<file path="config.mk">
export PLATFORM = sky130hd
export DESIGN_NAME = logic_microop_controller
export DESIGN_NICKNAME = d
export VERILOG_FILES = /design/src/rtl/logic_microop_controller.sv
export SDC_FILE = /design/constraint.sdc
export NUM_CORES = 1
export LEC_CHECK = 0
export CAP_MARGIN = 15
export CORE_MARGIN = 2
export CORE_UTILIZATION = 50
export CTS_CLUSTER_SIZE = 14
export DETAILED_ROUTE_END_ITERATION = 8
export PLACE_DENSITY_LB_ADDON = 0.25
export RECOVER_POWER = 50
export SLEW_MARGIN = 25
export SYNTH_ARGS = -nofsm -noshare
export SYNTH_HDL_FRONTEND = slang
export SYNTH_SLANG_ARGS = --single-unit
</file>
<file path="constraint.sdc">
create_clock -name clk -period 1.45 [get_ports clk]
set_input_delay 0.29 -clock clk [delete_from_list [all_inputs] [get_ports clk]]
set_output_delay 0.29 -clock clk [all_outputs]
set_load 0.005 [all_outputs]
</file>
<file path="src/rtl/logic_microop_controller.sv">
// Register-to-register logic microoperation sequencer: a 4x4-bit register file
// feeding a 4-bit logic unit through a four-state IDLE/READ/EXEC/WB sequence.

// Combinational 4-bit logic unit: AND, OR, XOR, NOT A.
module logic_unit_4bit (
  input  logic [3:0] A,
  input  logic [3:0] B,
  input  logic [1:0] sel,
  output logic [3:0] F
);

  // Select the logic function; B is unused for NOT A.
  always_comb begin
    F = 4'b0000;
    case (sel)
      2'b00:   F = A & B;
      2'b01:   F = A | B;
      2'b10:   F = A ^ B;
      default: F = ~A;
    endcase
  end

endmodule

module logic_microop_controller #(
  parameter logic [3:0] REG_INIT = 4'b0000
) (
  input  logic       clk,
  input  logic       rst,
  input  logic       cmd_valid,
  output logic       cmd_ready,
  input  logic       cmd_load,
  input  logic [1:0] cmd_op,
  input  logic [1:0] cmd_dst,
  input  logic [1:0] cmd_srca,
  input  logic [1:0] cmd_srcb,
  input  logic [3:0] cmd_imm,
  output logic       done,
  output logic [3:0] result,
  output logic       zero,
  input  logic [1:0] rd_addr,
  output logic [3:0] rd_data
);

  localparam int unsigned DW   = 4;
  localparam int unsigned AW   = 2;
  localparam int unsigned NREG = 4;

  typedef enum logic [1:0] {
    IDLE = 2'd0,
    READ = 2'd1,
    EXEC = 2'd2,
    WB   = 2'd3
  } state_t;

  state_t          state;
  logic [DW-1:0]   regs [NREG];

  // Command fields captured at the handshake
  logic            c_load;
  logic [1:0]      c_op;
  logic [AW-1:0]   c_dst;
  logic [AW-1:0]   c_srca;
  logic [AW-1:0]   c_srcb;
  logic [DW-1:0]   c_imm;

  // Datapath pipeline registers
  logic [DW-1:0]   op_a;
  logic [DW-1:0]   op_b;
  logic [DW-1:0]   res;

  logic [DW-1:0]   lu_f;
  logic [DW-1:0]   next_res;

  logic_unit_4bit u_lu (
    .A   (op_a),
    .B   (op_b),
    .sel (c_op),
    .F   (lu_f)
  );

  assign next_res = c_load ? c_imm : lu_f;

  // Debug read port is a plain combinational view of the register file.
  assign rd_data = regs[rd_addr];

  // Sequencer, register file and registered outputs.
  always_ff @(posedge clk) begin
    if (rst) begin
      state     <= IDLE;
      for (int i = 0; i < int'(NREG); i++) begin
        regs[i] <= REG_INIT;
      end
      c_load    <= 1'b0;
      c_op      <= 2'b00;
      c_dst     <= AW'(0);
      c_srca    <= AW'(0);
      c_srcb    <= AW'(0);
      c_imm     <= DW'(0);
      op_a      <= DW'(0);
      op_b      <= DW'(0);
      res       <= DW'(0);
      cmd_ready <= 1'b1;
      done      <= 1'b0;
      result    <= DW'(0);
      zero      <= 1'b1;
    end else begin
      done <= 1'b0;
      case (state)
        IDLE: begin
          if (cmd_valid) begin
            c_load    <= cmd_load;
            c_op      <= cmd_op;
            c_dst     <= cmd_dst;
            c_srca    <= cmd_srca;
            c_srcb    <= cmd_srcb;
            c_imm     <= cmd_imm;
            cmd_ready <= 1'b0;
            state     <= READ;
          end
        end
        READ: begin
          // Operands sampled before writeback, so aliased dst sees old data
          op_a  <= regs[c_srca];
          op_b  <= regs[c_srcb];
          state <= EXEC;
        end
        EXEC: begin
          // result/zero/done become visible during the WB cycle
          res    <= next_res;
          result <= next_res;
          zero   <= (next_res == DW'(0));
          done   <= 1'b1;
          state  <= WB;
        end
        WB: begin
          regs[c_dst] <= res;
          cmd_ready   <= 1'b1;
          state       <= IDLE;
        end
        default: begin
          cmd_ready <= 1'b1;
          state     <= IDLE;
        end
      endcase
    end
  end

endmodule

</file>
==> flow_summary.ini <==
[run_status]
status = finished, violations left
failed_checks = setup timing

[hold_path]
min_to = c_imm[0]$_SDFFE_PP0P_
whs_path_depth = 2
worstHoldStart = c_imm[0]$_SDFFE_PP0P_
hp-class = reg2reg

[setup_path]
end_kind = output pin
path_max_fanout = 2
critPathKind = reg2out
rr_worst_depth = 6
crit_path_top_delay_cell = mux4_2
crit_path_max_incr_delay_ns = 0.48
r2r_slack_ns = -0.18
crit_start = regs[3][3]$_DFFE_PP_
cp.required_ns = 1.16
startpoint_type = flip-flop
r2r-end = zero$_SDFFE_PP1P_
crit_chain = mux4_2 > buf_2
r2r-start = op_a[2]$_SDFFE_PP0N_
arrival_ns = 1.37

[final_layout]
areaGrowthSynthToFinish_pct = 38.7
finish.net_count = 319
final_cell_mix = buf_4, nand2_1, dfxtp_1, clkdlybuf4s50_1, and2_1
final_common_cell = buf_4
drive_gt1_share_pct = 37.6
final_area_sq_um = 3240
antennaDiodeCount = 0
fill_cells = 324
seqCellArea_sq_um = 1100
fin_util_pct = 73.4
multi_input_area_sq_um = 1320

[synth]
post_synth_fa_ha_maj_area_fraction_pct = 6.42
yosys.area_share.simple_pct = 17.8
syn_nets = 248
synth_area_per_cell_sq_um = 10.7
syn_inst = 218
synthXorXnorAreaFrac_pct = 0
synth_cell_types = 29
synth_area_sq_um = 2340
ys_ff_latch = 46
yosysSeqAreaShare_pct = 46.3
synth_mux_area_share_pct = 19.6
synth_compound_area_share_pct = 6.16
synth_top_family_by_area = multiplexers
yosysWarnings = 0

[drt]
via_per_inst = 5.35
drc = 0
vias = 1829
dr.pass1.iters = 4
routed_wl_um = 5600
drt_iter0_drc = 72
antenna_left = 0
drt-wirelength-per-cell_um = 16.4

[floorplanning]
initial_utilization_pct = 52.9
num_io_pins = 29
die-width_um = 72.4
core_area_sq_um = 4410
rows = 24
die_area_sq_um = 5240
fp.dieH_um = 72.4

[sta]
worst_slew_pin_slew_ns = 0.468
slew_headroom_pct = 68.7
rsz0062_at_grt = yes
hold_viol = 0
fin_ws_ns = -0.212
finalCriticalPeriod_ns = 1.66
finClkSkew_ns = 0.00431
max_freq_mhz = 602
finalSetupViolations = 6
finalCritPeriodShare_pct = 115
setup_tns_ns = -1.02
drv_slew = 0

[clocking]
cts.sinks = 46
cts_root_buf = clkbuf_8
cts_buffer_depth = 2
htreeDepth = 2
cts-buffers-inserted = 5
clkTransAtPathRegs_ns = 0.09
clock_latency_ns = 0.30
cts_tree = yes
postCtsHoldBufs = 0

[power]
swShare_pct = 34.3
p_sw_uw = 1520
pwr-share-seq_pct = 39.6
comb_power_share_pct = 42.6
p_per_area_nw_per_um2 = 1360
clkPwrFrac_pct = 17.8
p_int_uw = 2900
ir_drop_mv = 1.07
p_leak_uw = 0.00135

[grt]
grt.total_usage_pct = 23.2
antenna_found_initial = 0
grt_max_degree = 36
grt_pass1_wl_um = 8940
grt_pass1_vias = 1894
globalRouteOverflowTotal = 0

[place]
io_buffers = 28
placed_area_sq_um = 2990
place_congestion = 0.837
dpl.hpwl_um = 4050

[flow_run]
maxCapViolations = 0
## per-layer routing
metal	routed length [um]	up-vias	track usage, %	share of wire [%]
li1	-	898	-	-
met1	2400	887	28.8	43
met2	2910	32	39.8	52
met3	156	12	3.75	2.8
met4	128	0	10.3	2.3
met5	0	-	0	0
## worst max path at each step
stage / to / slack (ns) / cells after the start
after floorplan: zero$_SDFFE_PP1P_ / -0.08 / 6
after global placement: rd_data[1] / -0.75 / 3
after detailed placement: rd_data[1] / -0.75 / 3
after CTS: rd_data[1] / -0.21 / 2
after global routing: rd_data[1] / -0.24 / 2
final: rd_data[3] / -0.21 / 2
## flip-flops by register name, indices dropped and copies added, names as in the netlist
name and flops:
done 1, c_load 1, state 2, c_srcb 2, op_b 4, c_op 2
cmd_ready 1, op_a 4, res 4, zero 1, c_srca 2, regs 16
c_dst 2, c_imm 4
## critical path: cells and delay by family, from the launching register on
family	cells	cell delay, ns
muxes	1	0.48
DFF	1	0.46
buffers and inverters	1	0.14
## cell families after synthesis
family / after synthesis
compound gates: 23
simple gates: 86
flops: 46
buf+inv: 21
fa+ha+maj: 12
mux: 30
## power groups by stage
stage / clock [uW] / sequential [uW] / combinational, uW
6_report: 788 / 1750 / 1880
5_1_grt: 845 / 1780 / 2060
4_1_cts: 798 / 1720 / 1730
3_5_place_dp: 0 / 1740 / 1640
3_3_place_gp: 0 / 1730 / 1580
2_1_floorplan: 0 / 1710 / 951
## timing repair
| item | CTS | global route |
|---|---|---|
| gates cloned | 0 | 0 |
| setup endpoints to repair | 16 | 44 |
| pin swaps | 4 | 6 |
| gates resized for setup | 35 | 29 |
| setup buffers | 2 | 1 |
## synth_stat cells (all sizes together)
cell type,instances,area (sq um)
inv,10,37.5
mux2,4,48.8
a31o,1,8.76
mux4,12,270
and2,17,106
dfxtp,30,601
a31oi,1,6.26
nand3,1,5.00
ha,12,150
nor2,15,56.3
a211oi,1,7.51
nor2b,5,31.3
a221oi,2,23.8
o21bai,1,7.51
nand4,2,12.5
mux2i,14,140
buf,2,15.0
nand2,33,124
a21oi,16,80.1
nand2b,6,37.5
nor3b,2,15.0
a311o,1,10.0
edfxtp,16,480
nor3,2,10.0
or2,3,18.8
clkbuf,9,33.8
## layout make-up
cell class                 instances  share of cell area [%]
multi-input combinational        151                    40.6
inverter                          10                    1.16
clock buffer                       5                    2.12
timing repair buffer              75                    19.6
sequential                        46                    33.8
tap                               52                    2.01
clock inverter                     3                   0.656
## through the flow
step / hold WS, ns / instances / power [uW] / worst slack, ns
2_1_floorplan: 0.426 / 218 / 2660 / -0.0765
3_3_place_gp: 0.439 / 334 / 3320 / -0.747
3_5_place_dp: 0.447 / 334 / 3380 / -0.753
4_1_cts: 0.459 / 343 / 4250 / -0.207
5_1_grt: 0.483 / 342 / 4680 / -0.242
6_report: 0.458 / 342 / 4420 / -0.212
(Power assumes the default switching activity.)
